**config.mk**
```make
export PLATFORM = sky130hd
export DESIGN_NAME = down_sampler_nxn
export DESIGN_NICKNAME = d
export VERILOG_FILES = /design/src/rtl/down_sampler_nxn.sv
export SDC_FILE = /design/constraint.sdc
export NUM_CORES = 1
export LEC_CHECK = 0
export ABC_AREA = 1
export CAP_MARGIN = 25
export CORE_ASPECT_RATIO = 2
export CORE_MARGIN = 1.5
export CORE_UTILIZATION = 35
export DETAILED_ROUTE_END_ITERATION = 12
export GPL_TIMING_DRIVEN = 0
export PLACE_DENSITY = 0.53
export SLEW_MARGIN = 25
export SYNTH_ARGS = -nofsm -noshare
export SYNTH_HDL_FRONTEND = slang
export SYNTH_SLANG_ARGS = --single-unit
```
**constraint.sdc**
```tcl
create_clock -name I_clk -period 1.89 [get_ports I_clk]
set_input_delay 0.2835 -clock I_clk [delete_from_list [all_inputs] [get_ports I_clk]]
set_output_delay 0.2835 -clock I_clk [all_outputs]
set_load 0.01 [all_outputs]
```
**src/rtl/down_sampler_nxn.sv**
```systemverilog
// NxN video down-sampler (N = 1, 2 or 4 chosen per frame), one-cycle output latency.
// Define DS_AVG_EN to average each NxN group's row pixels instead of keeping the first pixel.
module down_sampler_nxn #(
  parameter int H_SIZE = 1920,
  parameter int V_SIZE = 1080,
  parameter int CH_NUM = 4,
  parameter int CH_W   = 8
) (
  input  logic                     I_clk,
  input  logic                     I_rst_n,
  input  logic [1:0]               I_ratio,
  input  logic                     I_rgb_vs,
  input  logic                     I_rgb_de,
  input  logic [CH_NUM*CH_W-1:0]   I_rgb_data,
  output logic                     O_rgb_vs,
  output logic                     O_rgb_de,
  output logic [CH_NUM*CH_W-1:0]   O_rgb_data,
  output logic [1:0]               O_ratio_act
);
  localparam int PW = CH_NUM * CH_W;
  localparam int CW = $clog2(H_SIZE);
  localparam int RW = $clog2(V_SIZE);

  logic          r_vs_d;
  logic          r_armed;
  logic [1:0]    r_ratio;
  logic [CW-1:0] r_col;
  logic [RW-1:0] r_row;
  logic          r_de;
  logic [PW-1:0] r_data;

  logic          w_vs_rise;
  logic [1:0]    w_mask;
  logic          w_pix;
  logic          w_first;
  logic          w_last;
  logic          w_keep;
  logic [PW-1:0] w_out;

  assign w_vs_rise = I_rgb_vs & ~r_vs_d;
  // N-1 as a mask; the active ratio code doubles as log2(N).
  assign w_mask    = (r_ratio == 2'd2) ? 2'd3 : (r_ratio == 2'd1) ? 2'd1 : 2'd0;
  // Pixels are ignored until a frame start has been seen since reset.
  assign w_pix     = I_rgb_de & r_armed & ~w_vs_rise;
  assign w_first   = (r_col[1:0] & w_mask) == 2'd0;
  assign w_last    = (r_col[1:0] & w_mask) == w_mask;
  assign w_keep    = (r_row[1:0] & w_mask) == 2'd0;

`ifdef DS_AVG_EN
  logic [CH_NUM-1:0][CH_W+1:0] r_acc;
  logic [CH_NUM-1:0][CH_W+1:0] w_sum;

  always_comb begin
    w_sum = '0;
    w_out = '0;
    for (int ch = 0; ch < CH_NUM; ch++) begin
      w_sum[ch] = (w_first ? '0 : r_acc[ch]) + (CH_W+2)'(I_rgb_data[ch*CH_W +: CH_W]);
      w_out[ch*CH_W +: CH_W] = CH_W'(w_sum[ch] >> r_ratio);
    end
  end

  always_ff @(posedge I_clk or negedge I_rst_n) begin
    if (!I_rst_n)       r_acc <= '0;
    else if (w_vs_rise) r_acc <= '0;
    else if (w_pix)     r_acc <= w_sum;
  end
`else
  logic [PW-1:0] r_first;

  assign w_out = w_first ? I_rgb_data : r_first;

  always_ff @(posedge I_clk or negedge I_rst_n) begin
    if (!I_rst_n)               r_first <= '0;
    else if (w_vs_rise)         r_first <= '0;
    else if (w_pix && w_first)  r_first <= I_rgb_data;
  end
`endif

  always_ff @(posedge I_clk or negedge I_rst_n) begin
    if (!I_rst_n) begin
      r_vs_d  <= 1'b0;
      r_armed <= 1'b0;
      r_ratio <= 2'd0;
      r_col   <= '0;
      r_row   <= '0;
      r_de    <= 1'b0;
      r_data  <= '0;
    end else begin
      r_vs_d <= I_rgb_vs;
      r_de   <= 1'b0;
      if (w_vs_rise) begin
        r_ratio <= (I_ratio == 2'd3) ? 2'd0 : I_ratio;
        r_armed <= 1'b1;
        r_col   <= '0;
        r_row   <= '0;
      end else if (w_pix) begin
        if (r_col == CW'(H_SIZE - 1)) begin
          r_col <= '0;
          r_row <= (r_row == RW'(V_SIZE - 1)) ? '0 : r_row + 1'b1;
        end else begin
          r_col <= r_col + 1'b1;
        end
        if (w_keep && w_last) begin
          r_de   <= 1'b1;
          r_data <= w_out;
        end
      end
    end
  end

  assign O_rgb_vs    = r_vs_d;
  assign O_rgb_de    = r_de;
  assign O_rgb_data  = r_data;
  assign O_ratio_act = r_ratio;
endmodule

```
# After elaboration in Yosys (flattened, before gate mapping)

Cells that the tools add are included.
Widths: inputs -> output; s select.

Bits in read-only memories: 0
Memories: 0
Input port bits: 38
Bits in writable memories: 0
Latch bits: 0
Register bits after elaboration: 91

Div/mod/pow operators: 0
Reductions and logical operators: 9
Add/sub/neg operators: 2
Shifts and indexed selects: 0
Equality and inequality tests: 6
Bitwise logic cells: 7
$lt $le $gt $ge: 0
Multiplexer cells: 16
$mul: 0

Operators by type and width:

| cell                  | number |
|---|---|
| $mux 32               | 3 |
| $mux 11               | 7 |
| $add 11x1->11 const B | 2 |
| $eq 11x11->1 const B  | 2 |
| $reduce_bool 2->1     | 3 |
| $and 2x2->2           | 2 |
| $eq 2x2->1 const B    | 2 |
| $logic_not 2->1       | 2 |
| $mux 1                | 4 |
| $mux 2                | 2 |
| $and 1x1->1           | 3 |
| $reduce_and 3->1      | 1 |
| $eq 2x1->1 const B    | 1 |
| $eq 2x2->1            | 1 |
| $logic_and 1x1->1     | 2 |
| $not 1->1             | 2 |
| $reduce_and 2->1      | 1 |

# Logic depth before layout (Yosys ltp)

Depth after elaboration: 9
Mapped depth: 9
Mapped depth without buffers: 9

# Worst setup path after synthesis

No wires, ideal clock.

Kind: register to register
Start point: reg r_ratio[0] (netlist: O_ratio_act[0])
End point: reg r_data[23] (netlist: O_rgb_data[23])
Arrival time: 1.432 ns
Slack: 0.334 ns
Stages on the path, launching flop included: 10
Data required time: 1.766 ns
Buffers on the path: 2
Period minus slack after synthesis: 1.556 ns
Cells stage by stage: dfrtp_1 > inv_1 > ha_1 > nor2_2 > a21oi_2 > buf_6 > buf_6 > nand2_1 > o211ai_1 > nand2_1

Cells in the longest elaborated chain, start to end: 7
Elaborated cells on any way between the ends: 12

RTL lines:

| what                                          | RTL line   | text |
|---|---|---|
| start, declared                               | 26         | `logic [1:0] r_ratio;` |
| start signal, assigned                        | 92         | `r_ratio <= (I_ratio == 2'd3) ? 2'd0 : I_ratio;` |
| $eq 2x1->1                                    | 42         | `assign w_mask = (r_ratio == 2'd2) ? 2'd3 : (r_ratio == 2'd1) ? 2'd1 : 2'd0;` |
| $mux 1                                        | 42         |  |
| $mux 2 *                                      | 42         |  |
| $and 2x2->2 (on tied branches)                | 45, 46, 47 |  |
| $eq 2x2->1 or $logic_not 2->1 (tied branches) | 46, 47     |  |
| $logic_and 1x1->1                             | 103        | `if (w_keep && w_last) begin` |
| $reduce_and 3->1 (no line)                    | n/a        |  |
| end signal, assigned                          | 105        | `r_data <= w_out;` |
| end, declared                                 | 30         | `logic [PW-1:0] r_data;` |

Mark *: on every way between the ends. The rest lies on a longest branch, timed or not.
A chain may end at the register's enable or synchronous reset.

# Final worst setup path

Start point: reg r_ratio[1] (netlist: O_ratio_act[1])
End point: reg r_first[16]

Cells in the longest elaborated chain, start to end: 7
Elaborated cells on any way between the ends: 8

RTL lines:

| what                          | RTL line | text |
|---|---|---|
| $eq 2x1->1                    | 42       |  |
| $mux 1                        | 42       |  |
| $mux 2 *                      | 42       |  |
| $and 2x2->2 *                 | 45       | `assign w_first = (r_col[1:0] & w_mask) == 2'd0;` |
| $logic_not 2->1 *             | 45       |  |
| $logic_and 1x1->1 *           | 75       | `else if (w_pix && w_first) r_first <= I_rgb_data;` |
| $reduce_bool 2->1 (no line) * | n/a      |  |
| end signal, assigned          | 75       |  |
| end, declared                 | 68       | `logic [PW-1:0] r_first;` |

Marked as above.

==> results by group <==
Status
  – Status: completed

STA
  – Fin. max-slew vios: 0
  – # setup viols final: 0
  – Slew HR: ~69%
  – Pin slew with the least headroom to its limit: 468 ps
  – Fin crit period: approximately 1700 ps
  – Final Cycle Share: between 90% and 100%
  – Maximum clock frequency: 0.580 GHz
  – Final worst slack: approximately 170 ps
  – Unrepaired setup endpoints after global routing: no
  – Setup Skew: about 11 ps
  – Hold Vio Cnt, Final: 0

Synth
  – EDFF count, synth: 0
  – Netlist Area Pre-Place: approximately 4600 um^2
  – Adder-cell area share of the yosys netlist: less than 1%
  – XOR/XNOR Fraction of Synth Area: less than 1%
  – Ys flop type: dfrtp_1
  – Synth Register Bits: slightly above 90
  – Unique cell type count in the Yosys netlist: 36
  – Top post-synthesis cells by area: dfrtp_1 50%, nand2_1 10%, o21ai_0 7.7%
  – Mean Syn Cell Area: between 8 and 9 um^2
  – Share of the synthesized area in the top cell type: approximately half
  – Synth Area in Compound Gates: ~17%
  – Most common cell in the netlist: nand2_1
  – Sequential element share of the synthesized area: roughly half
  – Simple-Gate Fraction of Synth Area: around 22%
  – Syn nets: a little under 600
  – Area leader, netlist: dfrtp_1
  – Ys async rst share: 100%
  – Largest family of logic cells by synthesized area: simple AND/OR/NAND/NOR gates
  – Mux contribution to synthesized area: 0%
  – Ys Warns: 0
  – Commonest cells post-synth: 125 x nand2_1, 91 x dfrtp_1, 70 x o21ai_0
  – Cells after synthesis: around 540

Clock network
  – Clk root buf: clkbuf_16
  – Post-CTS setup buffer count: 0
  – H-tree depth: 3
  – Clk sinks: 91
  – Clk Latency, worst-skew pair: between 300 and 400 ps
  – CTS tree: yes
  – Clk slew on worst S/H paths: approximately 70 ps
  – Maximum buffer depth of the clock tree: 2
  – Total CTS buffers: 9

Final layout
  – Layout Nets: 665
  – Diodes inserted: 0
  – Layout cells sized above 1: between 10% and 20%
  – Filler instances: about 1300
  – Design area: 5830 um^2
  – Layout Cells excl Fill: between 700 and 800
  – Area grow syn2layout: 27.9%

Pwr
  – Static leakage: between 2 and 3 nW
  – PwrDens: between 1000 and 1500 nW/um^2
  – Max IR drop VDD: roughly 600 uV

Global routing
  – GRT Residual Overflow: 0
  – Initial antenna violation count: 0
  – Vias in the first global route: ~4000
  – Largest net degree at the start of global routing: 55
  – First-pass GRT wire length: 20.1 mm
  – Total track usage: between 10% and 20%

Die
  – Ports: between 70 and 80
  – Die area: 13800 um^2
  – Initial Utilization: between 30% and 40%
  – Core Rows: 58
  – Core footprint: around 13000 um^2
  – Die W: about 84 um
  – Die Y: approximately 160 um

Routing
  – Drt first pass iters: 6
  – Post-DR wirelength/cell: 15.4 um
  – Initial DRC Count: 188
  – WL final: approximately 12 mm
  – Vias: between 3000 and 4000
  – Vias/cell: roughly 5.0
  – DRC errors left: 0
  – Final ANT Viol Nets: 0

Worst setup path
  – Worst reg2reg path depth: 7
  – Startpoint Class: flop
  – Critical Path Sink Type: flop
  – R2R Path Start: O_ratio_act[1]
  – WP data arrival: between 1500 and 2000 ps
  – Worst path required time: 2110 ps
  – Largest fanout on the critical path: 10
  – Reg2Reg Setup Slack: approximately 170 ps
  – Setup CP Type: reg -> reg
  – Worst reg2reg path endpoint: r_first[16]

Job
  – # Max-Cap Violations: 0

Placement
  – Gpl congestion: between 0.8 and 0.9
  – Placed Area: 5500 um^2
  – IO buf count: 73
  – Final HPWL DP: 8.97 mm
  – # placed instances: ~760
  – Post-Place Setup Slack: -89.5 ps

Min path
  – Worst min path class: in -> async
[worst max-delay path: stages (launching register included)]
cell,delay (ps)
dfrtp_1,400
ha_1,380
nor2_2,70
a21oi_2,160
nand2_2,170
buf_2,240
nand3_1,80
o21ai_0,100
[routing by layer]
| metal | GRT usage, % | vias up | share of wire (%) |
|---|---|---|---|
| met5 | 0 | - | 0 |
| met4 | 6.86 | 0 | 2.1 |
| met2 | 35.6 | 69 | 57 |
| met3 | 2.76 | 12 | 2.5 |
| met1 | 20.1 | 1864 | 38 |
| li1 | - | 1958 | - |
[how the worst max path moves through the flow]
stage	start	end	slack, ps	cells after the start
6_report	O_ratio_act[1]	r_first[16]	170	7
5_1_grt	r_col[0]	r_row[1]	40	9
4_1_cts	O_ratio_act[0]	r_first[23]	50	7
3_5_place_dp	I_rgb_vs	O_rgb_data[11]	-90	8
3_3_place_gp	I_rst_n	O_rgb_data[8]	-3060	1
2_1_floorplan	O_ratio_act[0]	O_rgb_data[23]	330	9
[cell families after synthesis]
| family | after synthesis |
|---|---|
| XOR/XNOR | 2 |
| buffers and inverters | 90 |
| adder cells (fa/ha/maj) | 3 |
| AND/OR/NAND/NOR | 225 |
| flip-flops | 91 |
| AO/OA/AOI/OAI | 127 |
[registers in the layout, summed over array words and instances, names as in the netlist]
register and cells:
O_rgb_de 1, r_col 11, O_ratio_act 2, r_armed 1, r_first 32, O_rgb_vs 1, r_row 11, O_rgb_data 32
[power breakdown]
part           leakage [nW]  internal [W]  switching [W]
clock network         0.154       0.00108       0.000799
logic                  1.41       0.00114        0.00115
registers              1.16       0.00249       0.000367
total                  2.73       0.00470        0.00232
[stage by stage]
step / power (W) / hold WS, ps / setup TNS (ps) / util, %
after detailed placement: 0.00523 / 212 / -1050 / 43.6
final: 0.00703 / 408 / 0 / 46.1
after global routing: 0.00749 / 442 / 0 / 46.1
after CTS: 0.00711 / 415 / 0 / 46.1
after floorplan: 0.00402 / -12.1 / 0 / -
after global placement: 0.00516 / 471 / -277680 / 43.4
[timing repair]
action                     in CTS  in global routing
resized for setup               0                  6
hold endpoints to repair       37                  0
hold buffers                    1                  0
setup endpoints to repair       0                 27
[layout make-up]
class	instances	area [um^2]	share of cell area [%]
Buffer	30	218	3.74
Clock buffer	10	239	4.10
Clock inverter	6	70.1	1.20
Inverter	60	225	3.87
Multi-Input combinational cell	357	1840	31.6
Sequential cell	91	2280	39.1
Tap cell	150	188	3.22
Timing Repair Buffer	75	769	13.2
[cell usage in the layout (no fill, tap or decap), drive strengths merged]
cell	instances
nand2	132
dfrtp	91
o21ai	83
clkdlybuf4s50	72
inv	63
nand3	49
o211ai	32
nor2	30
buf	22
clkbuf	20
nand4	9
a21oi	7
nor3	3
ha	3
o21bai	2
xor2	2
clkinv	2
or2	1
o31ai	1
and3	1
a31oi	1
o22ai	1
bufinv	1
dlygate4sd3	1
Power figures use the tool's default switching activity.
